File: src/rtl/uart_rx_cmd_decoder.sv
// UART RX command decoder: turns received byte frames into RF write/read and ALU strobes.
// Optional inter-byte timeout enabled by defining CMD_TIMEOUT_EN.
module uart_rx_cmd_decoder #(
    parameter int unsigned Data_Width  = 8,
    parameter int unsigned ADDR_W      = 4,
    parameter int unsigned FUN_W       = 4,
    parameter logic [15:0] TIMEOUT_CYC = 16'd50000
) (
    input  logic                  CLK,
    input  logic                  RST,
    input  logic [Data_Width-1:0] P_DATA,
    input  logic                  Data_Valid,
    input  logic                  Parity_Error,
    input  logic                  Stop_Error,
    output logic                  RF_WrEn,
    output logic                  RF_RdEn,
    output logic [ADDR_W-1:0]     RF_Address,
    output logic [Data_Width-1:0] RF_WrData,
    output logic                  ALU_EN,
    output logic [FUN_W-1:0]      ALU_FUN,
    output logic                  Busy,
    output logic                  Cmd_Err
);

    localparam logic [Data_Width-1:0] OpWrite = Data_Width'(8'hAA);
    localparam logic [Data_Width-1:0] OpRead  = Data_Width'(8'hBB);
    localparam logic [Data_Width-1:0] OpAlu   = Data_Width'(8'hCC);
    localparam logic [Data_Width-1:0] OpFun   = Data_Width'(8'hDD);

    typedef enum logic [2:0] {
        StIdle, StWrAddr, StWrData, StRdAddr, StOpA, StOpB, StFun
    } state_e;

    state_e              state_q, state_d;
    logic                dv_q;
    logic [ADDR_W-1:0]   hold_q;
    logic                frame_err;
    logic                accept;
    logic                is_opcode;
    logic                timeout;

    assign frame_err = Parity_Error | Stop_Error;
    assign accept    = Data_Valid & ~dv_q & ~frame_err;
    assign is_opcode = (P_DATA == OpWrite) || (P_DATA == OpRead) ||
                       (P_DATA == OpAlu)   || (P_DATA == OpFun);

`ifdef CMD_TIMEOUT_EN
    logic [15:0] tmo_cnt_q;

    // Restarts on every accepted byte; parked at zero while idle.
    always_ff @(posedge CLK) begin
        if (!RST) begin
            tmo_cnt_q <= '0;
        end else if (state_q == StIdle || accept) begin
            tmo_cnt_q <= '0;
        end else if (tmo_cnt_q != 16'hFFFF) begin
            tmo_cnt_q <= tmo_cnt_q + 16'd1;
        end
    end

    assign timeout = (state_q != StIdle) && (tmo_cnt_q == TIMEOUT_CYC - 16'd1);
`else
    assign timeout = 1'b0;
`endif

    always_comb begin
        state_d = state_q;
        if (frame_err || timeout) begin
            state_d = StIdle;
        end else if (accept) begin
            case (state_q)
                StIdle: begin
                    if (P_DATA == OpWrite)     state_d = StWrAddr;
                    else if (P_DATA == OpRead) state_d = StRdAddr;
                    else if (P_DATA == OpAlu)  state_d = StOpA;
                    else if (P_DATA == OpFun)  state_d = StFun;
                end
                StWrAddr: state_d = StWrData;
                StOpA:    state_d = StOpB;
                StOpB:    state_d = StFun;
                default:  state_d = StIdle;
            endcase
        end
    end

    always_ff @(posedge CLK) begin
        if (!RST) begin
            state_q    <= StIdle;
            dv_q       <= 1'b0;
            hold_q     <= '0;
            RF_WrEn    <= 1'b0;
            RF_RdEn    <= 1'b0;
            RF_Address <= '0;
            RF_WrData  <= '0;
            ALU_EN     <= 1'b0;
            ALU_FUN    <= '0;
            Busy       <= 1'b0;
            Cmd_Err    <= 1'b0;
        end else begin
            state_q <= state_d;
            Busy    <= (state_d != StIdle);
            dv_q    <= Data_Valid;
            RF_WrEn <= 1'b0;
            RF_RdEn <= 1'b0;
            ALU_EN  <= 1'b0;
            Cmd_Err <= 1'b0;
            // Receiver errors and timeout win over any byte arriving the same cycle.
            if (frame_err || timeout) begin
                Cmd_Err <= 1'b1;
            end else if (accept) begin
                case (state_q)
                    StIdle:   Cmd_Err <= ~is_opcode;
                    StWrAddr: hold_q  <= P_DATA[ADDR_W-1:0];
                    StWrData: begin
                        RF_WrEn    <= 1'b1;
                        RF_Address <= hold_q;
                        RF_WrData  <= P_DATA;
                    end
                    StRdAddr: begin
                        RF_RdEn    <= 1'b1;
                        RF_Address <= P_DATA[ADDR_W-1:0];
                    end
                    StOpA: begin
                        RF_WrEn    <= 1'b1;
                        RF_Address <= '0;
                        RF_WrData  <= P_DATA;
                    end
                    StOpB: begin
                        RF_WrEn    <= 1'b1;
                        RF_Address <= ADDR_W'(1);
                        RF_WrData  <= P_DATA;
                    end
                    StFun: begin
                        ALU_EN  <= 1'b1;
                        ALU_FUN <= P_DATA[FUN_W-1:0];
                    end
                    default: ;
                endcase
            end
        end
    end

endmodule

File: config.mk
export PLATFORM = sky130hd
export DESIGN_NAME = uart_rx_cmd_decoder
export DESIGN_NICKNAME = d
export VERILOG_FILES = /design/src/rtl/uart_rx_cmd_decoder.sv
export SDC_FILE = /design/constraint.sdc
export NUM_CORES = 1
export LEC_CHECK = 0
export BUFFER_PORTS_ARGS = -buffer_cell sky130_fd_sc_hd__buf_4
export CAP_MARGIN = 10
export CORE_AREA = 3 3 69 71
export DETAILED_ROUTE_END_ITERATION = 12
export DIE_AREA = 0 0 72 74
export RECOVER_POWER = 25
export REMOVE_ABC_BUFFERS = 1
export SLEW_MARGIN = 10
export SYNTH_ARGS = -nofsm -noshare
export SYNTH_HDL_FRONTEND = slang
export SYNTH_SLANG_ARGS = --single-unit
File: constraint.sdc
create_clock -name CLK -period 2.3 [get_ports CLK]
set_input_delay 0.23 -clock CLK [delete_from_list [all_inputs] [get_ports CLK]]
set_output_delay 0.23 -clock CLK [all_outputs]
set_load 0.02 [all_outputs]
======== Word level (Yosys, flattened, before mapping) ========
Index checks and enable logic that the tools add are counted.
word-level totals
  flip-flop bits (word level) ............. 29
  output and inout port bits .............. 21
  logic and storage cells ................. 55
cells by class
  equality and inequality tests ........... 10
  muxes and demuxes ....................... 14
  bitwise gates (word level) .............. 8
  reductions and logical operators ........ 12
operators by type and width
  cell                                                              number
  8-bit == test (second input constant)                             4
  3-bit two-way mux                                                 6
  4-bit case mux with 4 select lines                                1
  3-bit case mux with 4 select lines                                1
  3-bit AND reduction                                               4
  3-bit == test (second input constant)                             3
  3-bit by 2-bit == test with 1-bit output (second input constant)  2
  1-bit two-way mux                                                 6
  3-bit OR reduction                                                2
  1-bit inverter                                                    5
  4-bit nonzero test                                                1
  3-bit by 1-bit == test with 1-bit output (second input constant)  1
  3-bit logical NOT                                                 1
  1-bit logical OR                                                  3
  3-bit nonzero test                                                1
  1-bit bitwise AND                                                 2
  1-bit bitwise OR                                                  1

======== Logic depth before layout (Yosys ltp) ========
Gate-level depths: netlist of run 1.
  word-level depth ........................ 9
  gate-level depth with buffers ........... 7
  gate-level depth less buffers ........... 5

======== Worst setup path before layout of run 1 ========
OpenSTA, ideal clock, no wires.
  path kind ............................... flip-flop to flip-flop
  start ................................... register dv_q
  end ..................................... register ALU_FUN[0]
  setup time .............................. 0.128 ns
  arrival time ............................ 1.563 ns
  setup slack ............................. 0.610 ns
  stages on the path, launching flop included .. 6
  path through ............................ dfxtp_1 > or4b_1 > buf_2 > nor4b_4 > mux2i_1 > nor2_1
on the way
  longest elaborated chain between the ends .. 4
RTL lines
  what                             line  text
  start, declared                  35    logic dv_q;
  start signal, assigned           102   dv_q <= Data_Valid;
  1-bit inverter                   43    assign accept = Data_Valid & ~dv_q & ~frame_err;
  1-bit bitwise AND (2 in series)  43
  3-bit AND reduction (no line)    -
  end signal, assigned             135   ALU_FUN <= P_DATA[FUN_W-1:0];
  end, declared                    20    output logic [FUN_W-1:0] ALU_FUN,
No other way between the ends.
A chain may end at the register's enable or synchronous reset.

======== Final worst setup path of run 1 ========
  start ................................... register dv_q
  end ..................................... register ALU_FUN[1]
Same word-level chain as after synthesis.

==> results.sh, run 1 <==
export IMPL_status="finished clean"
export IMPL_grt_max_degree=23
export IMPL_synth_top_flop_cell="dfxtp_1"
export IMPL_fin_ws_ns=0.4319
export IMPL_grt_pass1_vias=947
export IMPL_root_buffer="clkbuf_8"
export IMPL_clk_latency_ns=0.27
export IMPL_syn_to_final_growth_pct=27.86
export IMPL_gp_congestion=0.7532
export IMPL_end_kind="register"
export IMPL_hold_viol=0
export IMPL_coreArea_sq_um=4294
export IMPL_p_leak_nw=0.6711
export IMPL_maxCapViolCount=0
export IMPL_via_per_inst=4.620
export IMPL_dp_slack_ns=0.3210
export IMPL_initial_core_util=0.2876
export IMPL_path_class="register to register"
export IMPL_tightest_slew_ns=0.6327
export IMPL_route_detailed_wl_per_inst_microns=12.88
export IMPL_power_density_nw_per_um2=603.0
export IMPL_die_area_sq_um=5328
export IMPL_cp_data_arrival_time_ns=2.02
export IMPL_htree_num_levels=2
export IMPL_die_h_microns=74
export IMPL_cts_tree="yes"
export IMPL_dp_hpwl_microns=2029
export IMPL_post_cts_setup_buffers=0
export IMPL_critPathMaxFanout=7
export IMPL_period_needed_ns=1.868
export IMPL_pin_count=34
export IMPL_multi_input_comb_area_sq_um=609.3
export IMPL_grt_use_total=0.1152
export IMPL_drive_above_1_share=0.1834
export IMPL_synth_sequential_area_ratio=0.4701
export IMPL_grt_pass1_wl_microns=4574
export IMPL_netlist_instances=132
export IMPL_async_flop_share=0
export IMPL_postRouteAntennaNets=0
export IMPL_ctsHoldBuffers=0
export IMPL_setup_viol=0
export IMPL_fin_hold_ws_ns=0.2005
export IMPL_grt_overflow_total=0
export IMPL_synthTopCellsByCount="dfxtp_1, nor2_1, mux2i_1"
export IMPL_synth_top_area_share=0.4701
export IMPL_antenna_found_initial=0
export IMPL_min_path_type="input port to register"
export IMPL_dr_pass1_iters=4
export IMPL_clock_path_buffers=2
export IMPL_required_ns=2.45
export IMPL_cts_inserted_buffers=5
export IMPL_fin_crit_sh=0.8122
export IMPL_final_setup_tns_ns=0
export IMPL_vias=1021
export IMPL_port_buffers=33
export IMPL_register_area_sq_um=580.6
export IMPL_cp_start_kind="register"
export IMPL_syn_avg_cell_area_sq_um=9.356
export IMPL_diodes=0
export IMPL_ctsResizeCount=0
export IMPL_synthDistinctLibCells=29
export IMPL_drtIter0Drc=62
export IMPL_path_clk_slew_ns=0.05
export IMPL_drcViolationCount=0
export IMPL_rsz0062_at_grt="no"
export IMPL_fp_dieW_microns=72
export IMPL_clock_fmax_mhz=535.3
export IMPL_synthTopCellsByArea="dfxtp_1, mux2i_1, nor2_1, nor3_1, a21oi_1"
export IMPL_drv_slew=0
export IMPL_n_fill_cell=461
export IMPL_yosysWarnings=0
export IMPL_fin_skew_ns=0.002692
export IMPL_yosys_register_bits=29
export IMPL_fp_row_count=24
export IMPL_synth_largest_area_cell="dfxtp_1"
export IMPL_synth_area_sq_um=1235
export IMPL_yosysMostFrequentCell="dfxtp_1"
export IMPL_final_nets=181
export IMPL_clock_sinks=29
export IMPL_wirelength_microns=2847
export IMPL_irDropWorstVdd_v=0.0001633
export IMPL_max_slew_margin_rel=0.5776
export IMPL_synth_edf_count=0
## worst max-delay path: stages (launching register included)
cell	delay, ns
dfxtp_1	0.31
or4b_1	0.63
nor4b_4	0.52
mux2i_1	0.24
nor2_1	0.05
## stage by stage
| stage | std cells | utilization | cell area (sq um) | power, mW |
|---|---|---|---|---|
| floorplan | 124 | - | 1201 | 0.5428 |
| global placement | 213 | 0.3596 | 1544 | 0.5812 |
| detailed placement | 213 | 0.3596 | 1544 | 0.5809 |
| CTS | 221 | 0.3782 | 1624 | 0.9694 |
| global route | 221 | 0.3677 | 1579 | 1.004 |
| finish | 221 | 0.3677 | 1579 | 0.9522 |
## registers in the layout, summed over array words and instances (netlist names)
signal	flops
RF_WrData	8
ALU_FUN	4
RF_Address	4
hold_q	4
state_q	3
ALU_EN	1
Busy	1
Cmd_Err	1
RF_RdEn	1
RF_WrEn	1
dv_q	1
## cell families after synthesis
group                  synth area share
AND/OR/NAND/NOR                  0.2198
flip-flops                       0.4701
AO/OA/AOI/OAI                    0.1054
multiplexers                     0.1540
buffers and inverters           0.03647
XOR/XNOR                        0.01419
## cells in the final DEF (no fill, tap or decap), types with 5 or more instances in the layout
| cell type | n |
|---|---|
| nor2_1 | 24 |
| a21oi_1 | 6 |
| dfxtp_1 | 29 |
| clkbuf_8 | 5 |
| clkbuf_1 | 15 |
| buf_4 | 25 |
| nor3_1 | 7 |
| mux2i_1 | 19 |
| nand2_1 | 6 |
## metal layers
layer	global-route usage	share of wire	routed length, microns	vias up
li1	-	-	-	536
met1	0.1455	0.48	1361	455
met2	0.1745	0.45	1287	23
met3	0.03378	0.048	138	7
met4	0.06889	0.021	59	0
met5	0	0	0	-
## power breakdown
part           internal (mW)  switching (mW)  total (mW)
Clock                  0.214           0.171       0.385
Sequential             0.506         0.00123       0.507
Combinational         0.0256          0.0347      0.0603
## final timing paths
check / startpoint / end / slack (ns) / cells after the start
worst max-delay path: dv_q / ALU_FUN[1] / 0.43 / 4
worst min-delay path: Data_Valid / dv_q / 0.20 / 2
worst max register to register: dv_q / ALU_FUN[1] / 0.43 / 4
worst min register to register: RF_WrData[2] / RF_WrData[2] / 0.49 / 2
## final cells by class
class | instances | area share
clock buffer | 8 | 0.05071
inverter | 3 | 0.007132
multi-input combinational | 92 | 0.3859
sequential | 29 | 0.3677
tap | 52 | 0.04120
timing repair buffer | 37 | 0.1474
(Power assumes the default switching activity.)
==> inputs of run 2 (changes only) <==
==> constraint.sdc (replaced) <==
create_clock -name CLK -period 1.8 [get_ports CLK]
set_input_delay 0.18 -clock CLK [delete_from_list [all_inputs] [get_ports CLK]]
set_output_delay 0.18 -clock CLK [all_outputs]
set_load 0.02 [all_outputs]
==> run 2 against run 1 <==
Worst setup slack got worse by 0.34 ns. First-iteration DRC count up 32%. Flip-flop and latch count stayed put. Core utilization up 1.2 points. Final cell count rose by 1.8%. Critical path depth rose by 2. Clock skew up 0.0040 ns. Register-to-register slack got worse by 0.34 ns. Hold slack worse by 0.053 ns. Clock-buffer cell count down 3.
==> results.sh, run 2 (synthesis gave the netlist of run 1 again) <==
export IMPL_dr_pass1_iters=4
export IMPL_fin_hold_ws_ns=0.1471
export IMPL_via_per_inst=4.818
export IMPL_syn_to_final_growth_pct=32.02
export IMPL_ctsHoldBuffers=0
export IMPL_dp_slack_ns=0.005885
export IMPL_pin_count=34
export IMPL_postRouteAntennaNets=0
export IMPL_grt_pass1_vias=1003
export IMPL_die_area_sq_um=5328
export IMPL_route_detailed_wl_per_inst_microns=13.04
export IMPL_regMostFlops="RF_WrData"
export IMPL_grt_max_degree=23
export IMPL_port_buffers=33
export IMPL_fin_skew_ns=0.006723
export IMPL_drcViolationCount=0
export IMPL_drtIter0Drc=82
export IMPL_post_cts_setup_buffers=0
export IMPL_clk_latency_ns=0.28
export IMPL_htree_num_levels=2
export IMPL_diodes=0
export IMPL_largest_reg_flops=8
export IMPL_coreArea_sq_um=4294
export IMPL_fp_row_count=24
export IMPL_final_setup_tns_ns=0
export IMPL_critPathMaxFanout=6
export IMPL_drv_slew=0
export IMPL_grt_pass1_wl_microns=4761
export IMPL_fin_ws_ns=0.09673
export IMPL_total_power_mw=1.245
export IMPL_final_cell_mix="dfxtp_1, buf_4, nor2_1"
export IMPL_grt_overflow_total=0
export IMPL_max_slew_margin_rel=0.7207
export IMPL_clock_sinks=29
export IMPL_tightest_slew_ns=0.4184
export IMPL_register_area_sq_um=580.6
export IMPL_fp_dieW_microns=72
export IMPL_clock_path_buffers=2
export IMPL_rsz0062_at_grt="yes"
export IMPL_fin_crit_sh=0.9463
export IMPL_cp_data_arrival_time_ns=1.93
export IMPL_vias=1084
export IMPL_grt_use_total=0.1194
export IMPL_end_kind="register"
export IMPL_cp_start_kind="register"
export IMPL_initial_core_util=0.2876
export IMPL_status="finished clean"
export IMPL_p_leak_nw=0.6991
export IMPL_path_class="register to register"
export IMPL_drive_above_1_share=0.2370
export IMPL_wirelength_microns=2935
export IMPL_gp_congestion=0.7678
export IMPL_final_core_util=0.3797
export IMPL_multi_input_comb_area_sq_um=624.3
export IMPL_hold_viol=0
export IMPL_power_density_nw_per_um2=763.9
export IMPL_cts_tree="yes"
export IMPL_die_h_microns=74
export IMPL_antenna_found_initial=0
export IMPL_required_ns=2.03
export IMPL_cts_inserted_buffers=5
export IMPL_min_path_type="input port to register"
export IMPL_dp_hpwl_microns=2112
export IMPL_path_clk_slew_ns=0.07
export IMPL_clock_fmax_mhz=587.1
export IMPL_maxCapViolCount=0
export IMPL_setup_viol=0
export IMPL_root_buffer="clkbuf_8"
export IMPL_n_fill_cell=457
export IMPL_final_nets=185
export IMPL_irDropWorstVdd_v=0.0002445
export IMPL_period_needed_ns=1.703
[run 2: repair_timing]
item	4_1_cts	5_1_grt
resized for setup	0	3
setup endpoints to repair	0	7
endpoints found under the hold margin	0	0
[run 2: final timing paths]
path,startpoint,end,slack (ns),depth (start not counted)
setup / recovery,dv_q,Busy,0.1,6
hold reg to reg,RF_WrData[7],RF_WrData[7],0.49,2
setup reg to reg,dv_q,Busy,0.1,6
hold / removal,P_DATA[5],RF_WrData[5],0.15,3
[run 2: per-stage QoR]
step	std cells	instance area (sq um)
after floorplan	124	1201
after detailed placement	217	1574
after CTS	225	1660
final	225	1630
after global placement	217	1574
after global routing	225	1630
[run 2: routing by layer]
metal | GRT usage | up-vias | routed length, microns
met5 | 0 | - | 0
met4 | 0.05637 | 0 | 38
met3 | 0.04324 | 5 | 180
met2 | 0.1929 | 31 | 1370
met1 | 0.1420 | 504 | 1346
li1 | - | 544 | -
[run 2: area by class of cell]
class	instances	area share
multi-input cells	92	0.3830
flip-flops and latches	29	0.3561
repair buffers	41	0.1612
clock buffers	5	0.04221
well taps	52	0.03991
clock inverters	3	0.01074
inverters	3	0.006907
[run 2: power by group]
part           leakage, nW  switching (mW)  internal (mW)  total, mW
registers            0.234         0.00200          0.646      0.648
clock network       0.0439           0.251          0.266      0.516
logic                0.421          0.0465         0.0346     0.0811
[run 2: worst max-delay path: stages (launching register included)]
cell and delay (ns):
dfxtp_1 0.33, or4b_4 0.51, buf_4 0.18, nor4_1 0.16, a21oi_1 0.12, a311oi_2 0.22
or3_1 0.13
